===== config.mk =====
export PLATFORM = sky130hd
export DESIGN_NAME = counter_min
export DESIGN_NICKNAME = d
export VERILOG_FILES = /design/src/rtl/clock_pkg.sv /design/src/rtl/mod_counter.sv /design/src/rtl/counter_min.sv
export SDC_FILE = /design/constraint.sdc
export NUM_CORES = 1
export LEC_CHECK = 0
export CORE_MARGIN = 3
export CORE_UTILIZATION = 58
export DETAILED_ROUTE_END_ITERATION = 16
export GPL_ROUTABILITY_DRIVEN = 0
export GPL_TIMING_DRIVEN = 0
export HOLD_SLACK_MARGIN = 0.06
export PLACE_DENSITY = 0.89
export SYNTH_ARGS = -nofsm -noshare
export SYNTH_HDL_FRONTEND = slang
export SYNTH_SLANG_ARGS = --single-unit

===== constraint.sdc =====
create_clock -name clk -period 2.4 [get_ports clk]
set_input_delay 0.48 -clock clk [delete_from_list [all_inputs] [get_ports clk]]
set_output_delay 0.48 -clock clk [all_outputs]
set_load 0.1 [all_outputs]

===== src/rtl/clock_pkg.sv =====
// Shared constants for the alarm-clock datapath (seconds, minutes and hours
// stages all count in BCD digits with these limits).
package clock_pkg;

    localparam int SEC_MAX               = 59;
    localparam int DIGIT_ONES_MAX        = 9;
    localparam int DIGIT_TENS_MAX        = 5;
    localparam int TICKS_PER_SEC_DEFAULT = 100_000_000;

    // Width of a counter that must hold 0 .. m-1. A modulus of 1 still needs
    // one bit so the port never collapses to zero width.
    function automatic int cnt_width(input int m);
        return (m <= 1) ? 1 : $clog2(m);
    endfunction

endpackage : clock_pkg


===== src/rtl/mod_counter.sv =====
// Modulo-M up counter with enable. `wrap` flags the enabled cycle on which the
// count rolls from M-1 back to 0, so stages can be chained enable-to-wrap.
module mod_counter
    import clock_pkg::*;
#(
    parameter int M = 10,
    localparam int W = cnt_width(M)
) (
    input  logic         clk,
    input  logic         reset,
    input  logic         en,
    output logic [W-1:0] count,
    output logic         wrap
);

    localparam logic [W-1:0] LAST = W'(M - 1);

    logic [W-1:0] r_count;
    logic         w_at_last;

    assign w_at_last = (r_count == LAST);
    assign wrap      = en && w_at_last;
    assign count     = r_count;

    // Advance on enable, rolling over at M-1 so the value never leaves 0..M-1.
    // NOTE: sequential state uses non-blocking assignments so every flop
    // samples pre-edge values, independent of block evaluation order.
    always_ff @(posedge clk or negedge reset) begin
        // NOTE: the asynchronous clear must be the first branch so it wins over
        // any enable condition and takes effect without waiting for a clock.
        if (!reset) begin
            r_count <= '0;
        end else if (en) begin
            if (w_at_last) begin
                r_count <= '0;
            end else begin
                r_count <= r_count + W'(1);
            end
        end
    end

endmodule : mod_counter


===== src/rtl/counter_min.sv =====
// Seconds-to-minute stage: prescales the board clock to a one-second tick,
// counts seconds 00-59 as two BCD digits and emits a one-cycle minute carry
// (zC) when the seconds wrap 59 -> 00. All outputs come straight from flops.
module counter_min
    import clock_pkg::*;
#(
    parameter int TICKS_PER_SEC = TICKS_PER_SEC_DEFAULT
) (
    input  logic       clk,
    input  logic       reset,
    output logic       zC,
    output logic       tick,
    output logic [3:0] sec_ones,
    output logic [2:0] sec_tens
);

    localparam int PRESC_W = cnt_width(TICKS_PER_SEC);

    logic [PRESC_W-1:0] w_presc_count;
    logic               w_presc_wrap;
    logic [3:0]         w_ones_count;
    logic               w_ones_wrap;
    logic [2:0]         w_tens_count;
    logic               w_tens_wrap;
    logic               w_unused_presc;

    logic               r_tick;
    logic               r_zc;

    // Free-running prescaler; its wrap is the once-per-second strobe.
    mod_counter #(.M(TICKS_PER_SEC)) u_presc (
        .clk   (clk),
        .reset (reset),
        .en    (1'b1),
        .count (w_presc_count),
        .wrap  (w_presc_wrap)
    );

    // Seconds units digit, 0..9, advanced once per second.
    mod_counter #(.M(DIGIT_ONES_MAX + 1)) u_ones (
        .clk   (clk),
        .reset (reset),
        .en    (w_presc_wrap),
        .count (w_ones_count),
        .wrap  (w_ones_wrap)
    );

    // Seconds tens digit, 0..5, advanced when the units digit rolls over.
    // Its wrap therefore marks exactly the 59 -> 00 edge.
    mod_counter #(.M(DIGIT_TENS_MAX + 1)) u_tens (
        .clk   (clk),
        .reset (reset),
        .en    (w_ones_wrap),
        .count (w_tens_count),
        .wrap  (w_tens_wrap)
    );

    // The prescaler value itself is not an output; fold it into a sink signal.
    assign w_unused_presc = ^w_presc_count;

    // Register the second and minute strobes so they line up with the digit
    // values updated on the same edge and carry no combinational glitches.
    always_ff @(posedge clk or negedge reset) begin
        if (!reset) begin
            r_tick <= 1'b0;
            r_zc   <= 1'b0;
        end else begin
            r_tick <= w_presc_wrap;
            r_zc   <= w_tens_wrap;
        end
    end

    assign tick     = r_tick;
    assign zC       = r_zc;
    assign sec_ones = w_ones_count;
    assign sec_tens = w_tens_count;

endmodule : counter_min


==> metrics, run 1 <==
outcome=complete, no violations; Synth Area in XOR/XNOR=between 7 and 8%; overflow left after global routing=0; Final Setup Violations=0; Max Slew Vio Count=0; multiplexer share of the synthesized area=1.84%; #FFs+latches synth=36; Metal-1 WL=roughly 1500 um; Yosys top cell by area=dfrtp_1; Post-Synth Simple-Gate Area=between 20% and 30%; post-synthesis cell area=between 0.0015 and 0.002 sq mm; Ys Warns=0; top cells by count, synth=36 x dfrtp_1, 12 x nand3_1, 11 x a21oi_1; Rows=19; Num CTS Buffers=5; leak pwr=0.932 nW; kind of critical path=reg -> out; Die Span X=slightly above 60 um; Buf/Inv on CP=1; DRT Wirelength=between 3000 and 4000 um; post-detail-place hpwl=2620 um; Skew-Pair Late Insertion Delay=between 0.3 and 0.4 ns; maximum vdd drop=between 400 and 500 uV; Period Utilization, post-route=~95%; routed wl met3=roughly 200 um; worst slew pin tran=just under 1 ns; RSZ-0062 raised after global routing=no; worst endpoint data arrival time=roughly 1.8 ns; min-delay worst type=in -> async; htree depth=2; CTS max path bufs=2; Core Box Area=roughly 0.0029 sq mm; highest-delay cell along the critical path=clkdlybuf4s50_1; max_slew headroom=~35%; DRC=0; # port buffers=10; Initial Util=approximately 64%; drt pass-1 iters=4; antenna violations before repair=0; met2 WL post-DR=1840 um; Root Buffer=clkbuf_4; final hold violation count=0; FFs w/ async S/R, synth=100%; Setup Buffers After CTS=0; synthesized area per cell=between 10 and 15 sq um; first-pass GRT wire length=6450 um; worst-path fanout max=1; fin crit period=approximately 2.3 ns; fmax=between 400 and 500 MHz; Synth Instances=roughly 170; initial DRC count=50; Synth Area in Adders=0.683%; power consumption=0.939 mW; Top Ports=11; Final ANT Viol Nets=0; count leader, synth=dfrtp_1; layout cell share with drive strength beyond 1=12.7%; crit-path leading delay family=buffers and inverters; CTS clock-pin slew for the worst setup and hold paths=about 0.12 ns; CTS tree=yes; EDFF count, synth=0; largest net degree at the start of global routing=37; PwrDens=between 400 and 500 mW/mm^2; CP required=approximately 1.9 ns; Max Cap Violations=0; sequential-to-total area share from yosys stat=around 49%; Compound-Gate Fraction of Synth Area=8.67%; number of global-route vias before repair=approximately 1400; Setup crit start kind=flop; # nets final=~190; Synth top area share=between 40% and 50%; crit-path max cell delay=~1.1 ns; critical path cell sequence=clkdlybuf4s50_1; Fillers=209; CTS sink count=36; GRT Total Usage=a little over a fifth; unique cell type count in the Yosys netlist=38; area occupied by registers=around 900 sq um; die area=between 0.003 and 0.004 sq mm; via count=between 1000 and 1500; mean number of vias per cell=between 6 and 7; largest family of logic cells by synthesized area=simple AND/OR/NAND/NOR gates; Ant. Diodes=0; crit end category=primary output; cts hold-fix bufs=0; TNS Setup=0 ns; Area Growth Syn to Fin=11.1%; skew final=around 0.012 ns; Max Used Layer=met4; Syn Nets=174; Most used DFF post-synth=dfrtp_1; Wirelength per Cell=~16 um; ranking of synthesized cells by area=dfrtp_1 49%, xnor2_1 3.8%, xor2_1 3.8%; DIE HEIGHT=slightly above 60 um; area of the multi-input gates=871 sq um
[state kept, by name, indices dropped and copies added, names as in the netlist]
name	count
tick	1
zC	1
u_tens.count	3
u_presc.count	27
u_ones.count	4
[per-layer routing]
layer  global-route usage [%]  vias to the layer above
li1                         -                      667
met1                     25.3                      693
met2                     34.1                       44
met3                     4.50                       14
met4                     12.4                        0
met5                        0                        -
[cell type report]
class	count	area share (%)
multi-input cells	125	42.8
well taps	42	2.58
flip-flops and latches	36	44.3
inverters	4	0.738
clock inverters	3	0.923
repair buffers	10	4.61
clock buffers	5	1.85
plain buffers	6	2.21
[cell families after synthesis]
kind of cell,Yosys count
muxes,3
AOI/OAI and AO/OA,26
DFF,36
xor gates and xnor gates,16
adders and majority gates,1
buffers and inverters,10
and+or+nand+nor,79
[placed cells by master, fill, tap and decap left out, types with 2 or more instances in the layout]
cell type        Yosys  layout
nand2_1             10      10
nor2_1               8       8
nand4_4              2       2
nor4_1               2       2
and4_1               3       3
clkbuf_4             0       5
nor3_1               6       6
nor2b_1              3       3
a21oi_1             11      11
nand2b_1             3       3
dlymetal6s2s_1       0       2
or4_1                7       7
inv_1                4       4
buf_4                4       4
dlygate4sd2_1        0       5
nand4_1              6       6
nand3b_1             2       2
or3_1                3       3
xor2_1               8       8
clkinv_2             0       2
and3_1               3       3
o21ai_0              5       5
o31ai_1              7       7
clkdlybuf4s50_1      0       2
mux2_2               3       3
nand3_1             12      12
xnor2_1              8       8
dfrtp_1             36      36
[worst paths after layout]
path / endpoint / cells past startpoint / startpoint / slack [ns]
min in group clk: u_presc.count[0] / 1 / u_presc.count[0] / 0.49
min: u_presc.count[25] / 1 / reset / 0.20
min reg2reg: u_presc.count[0] / 1 / u_presc.count[0] / 0.49
max reg2reg: u_tens.count[1] / 6 / u_presc.count[0] / 0.37
max in group asynchronous: u_presc.count[6] / 1 / reset / 1.71
max: tick / 1 / tick / 0.12
[power breakdown]
part | switching [mW] | internal [mW] | leakage [nW]
registers | 0 | 0.606 | 0.489
logic | 0.0110 | 0.000586 | 0.408
clock network | 0.209 | 0.112 | 0.0349
total | 0.220 | 0.719 | 0.932
[through the flow]
step                util (%)  std cells  cell area (sq um)  hold slack, ns  worst slack [ns]
global route            70.7        231               2030           0.250            0.0558
CTS                     70.6        231               2030           0.223           0.00778
global placement        69.0        223               1980           0.459             0.151
floorplan                  -        171               1830           0.184             0.284
finish                  70.7        231               2030           0.202             0.115
detailed placement      68.8        223               1980           0.483             0.239
[timing repair]
item,in CTS,in global routing
endpoints found under the setup margin,5,2
hold endpoints to repair,0,0
resized for setup,5,2
Power figures use the tool's default switching activity.
==> run 2: changes to the inputs <==
--- a/config.mk
+++ b/config.mk
@@ -7,6 +7,7 @@
 export LEC_CHECK = 0
 export CORE_MARGIN = 3
 export CORE_UTILIZATION = 58
+export CTS_CLUSTER_SIZE = 30
 export DETAILED_ROUTE_END_ITERATION = 16
 export GPL_ROUTABILITY_DRIVEN = 0
 export GPL_TIMING_DRIVEN = 0
==> results of run 2 <==
Final layout, timing and power as in run 1 (identical DEF).
==> run 3: changes to the inputs <==
--- a/config.mk
+++ b/config.mk
@@ -13,6 +13,7 @@
 export GPL_TIMING_DRIVEN = 0
 export HOLD_SLACK_MARGIN = 0.06
 export PLACE_DENSITY = 0.89
+export RECOVER_POWER = 25
 export SYNTH_ARGS = -nofsm -noshare
 export SYNTH_HDL_FRONTEND = slang
 export SYNTH_SLANG_ARGS = --single-unit
==> run 3 against run 2 <==
Against the previous run: the flow now finishes with violations (max-capacitance violations, max-slew violations); sequential power about the same; first-iteration DRC count unchanged; register-to-register slack hardly changed; clock power barely moved; global-route usage is the same; combinational power about the same; hold slack better by 0.29 ns; die area unchanged; via count barely moved.
==> metrics, run 3 (synthesis results as in run 1) <==
outcome=finished, violations left; violated checks=max-capacitance violations, max-slew violations; largest net degree at the start of global routing=37; fin crit period=between 2 and 2.5 ns; worst endpoint data arrival time=approximately 1.8 ns; mean number of vias per cell=between 6 and 7; skew final=approximately 0.012 ns; post-detail-place hpwl=2620 um; drt pass-1 iters=4; CTS max path bufs=2; htree depth=2; Root Buffer=clkbuf_4; crit-path max cell delay=1.12 ns; layout cell share with drive strength beyond 1=about an eighth; max_slew headroom=-23.9%; worst slew pin tran=~1.9 ns; Worst R2R Setup Slack=approximately 0.37 ns; Rows=19; TNS Setup=0 ns; min-delay worst type=reg -> reg; Fillers=210; DRT Wirelength=between 3000 and 4000 um; via count=around 1400; Num CTS Buffers=5; CTS tree=yes; Final Setup Violations=0; first-pass GRT wire length=roughly 6500 um; worst-path fanout max=1; antenna violations before repair=0; Final ANT Viol Nets=0; DRC=0; crit-path leading delay family=buffers and inverters; Core Box Area=between 0.002 and 0.003 sq mm; Setup Buffers After CTS=0; Ant. Diodes=0; initial DRC count=50; Skew-Pair Late Insertion Delay=0.35 ns; commonest non-fill, non-tap cell in the layout=dfrtp_1; RSZ-0062 raised after global routing=no; Buf/Inv on CP=1; CTS clock-pin slew for the worst setup and hold paths=approximately 0.11 ns; kind of critical path=reg -> out; Max Cap Violations=1; Largest register FFs=27; die area=0.00387 sq mm; power consumption=0.939 mW; Wirelength per Cell=15.9 um; Top Ports=11; Period Utilization, post-route=around 95%; overflow left after global routing=0; highest-delay cell along the critical path=clkdlybuf4s50_1; Area Growth Syn to Fin=11.0%; Die Span X=62.2 um; fmax=around 440 MHz; PwrDens=~460 mW/mm^2; DIE HEIGHT=~62 um; Max Slew Vio Count=37; Setup crit start kind=flop; commonest cells after routing, fill and taps aside=36 x dfrtp_1, 12 x nand3_1, 11 x a21oi_1, 10 x nand2_1; leak pwr=between 0.9 and 1 nW; maximum vdd drop=430 uV; # port buffers=10; Initial Util=63.7%; final hold violation count=0; # nets final=~190; CP required=about 1.9 ns; critical path cell sequence=clkdlybuf4s50_1; CTS sink count=36; GRT Total Usage=20.9%; crit end category=primary output; number of global-route vias before repair=roughly 1400
-- run 3: cell count changes in the layout (fill, tap and decap cells not counted) --
cell,previous run,this run
buf_2,1,0
clkbuf_1,1,2
-- run 3: layer usage --
layer	GRT usage, %	vias up	part of all wire, %
met5	0	-	0
met4	12.4	0	2.7
met3	4.50	14	5.4
met2	34.1	44	50
met1	25.3	692	42
li1	-	667	-
-- run 3: through the flow --
stage	instance area [sq um]	std cells	setup WS [ns]	hold slack (ns)	utilization, %
2_1_floorplan	1830	171	0.284	0.184	-
3_3_place_gp	1980	223	0.151	0.459	69.0
3_5_place_dp	1980	223	0.239	0.483	68.8
4_1_cts	2030	231	0.00778	0.223	70.6
5_1_grt	2030	231	0.0558	0.529	70.7
6_report	2030	231	0.115	0.491	70.7
-- run 3: power by group --
part	internal (mW)	leakage [nW]	switching, mW	total, mW
Sequential	0.606	0.489	0	0.606
Combinational	0.000270	0.405	0.0110	0.0113
Clock	0.112	0.0349	0.209	0.321
-- run 3: timing repair --
| item | CTS | global route |
|---|---|---|
| hold buffers | 0 | 0 |
| setup endpoints to repair | 5 | 2 |
| pin swaps | 0 | 0 |
| resized for setup | 5 | 2 |
-- run 3: cell type report --
class,count,area (sq um),share of cell area [%]
plain buffers,6,45.0,2.22
clock buffers,5,37.5,1.85
clock inverters,3,18.8,0.923
inverters,4,15.0,0.738
multi-input cells,125,871,42.8
flip-flops and latches,36,901,44.3
well taps,42,52.6,2.58
repair buffers,10,92.6,4.55
-- run 3: worst paths after layout --
| kind | startpoint | endpoint | depth (start not counted) |
|---|---|---|---|
| worst min register to register | u_presc.count[0] | u_presc.count[0] | 1 |
| worst max-delay path | tick | tick | 1 |
| max in group asynchronous | reset | u_presc.count[6] | 1 |
| worst max register to register | u_presc.count[0] | u_tens.count[1] | 6 |
| min in group asynchronous | reset | u_presc.count[25] | 1 |
| worst min-delay path | u_presc.count[0] | u_presc.count[0] | 1 |
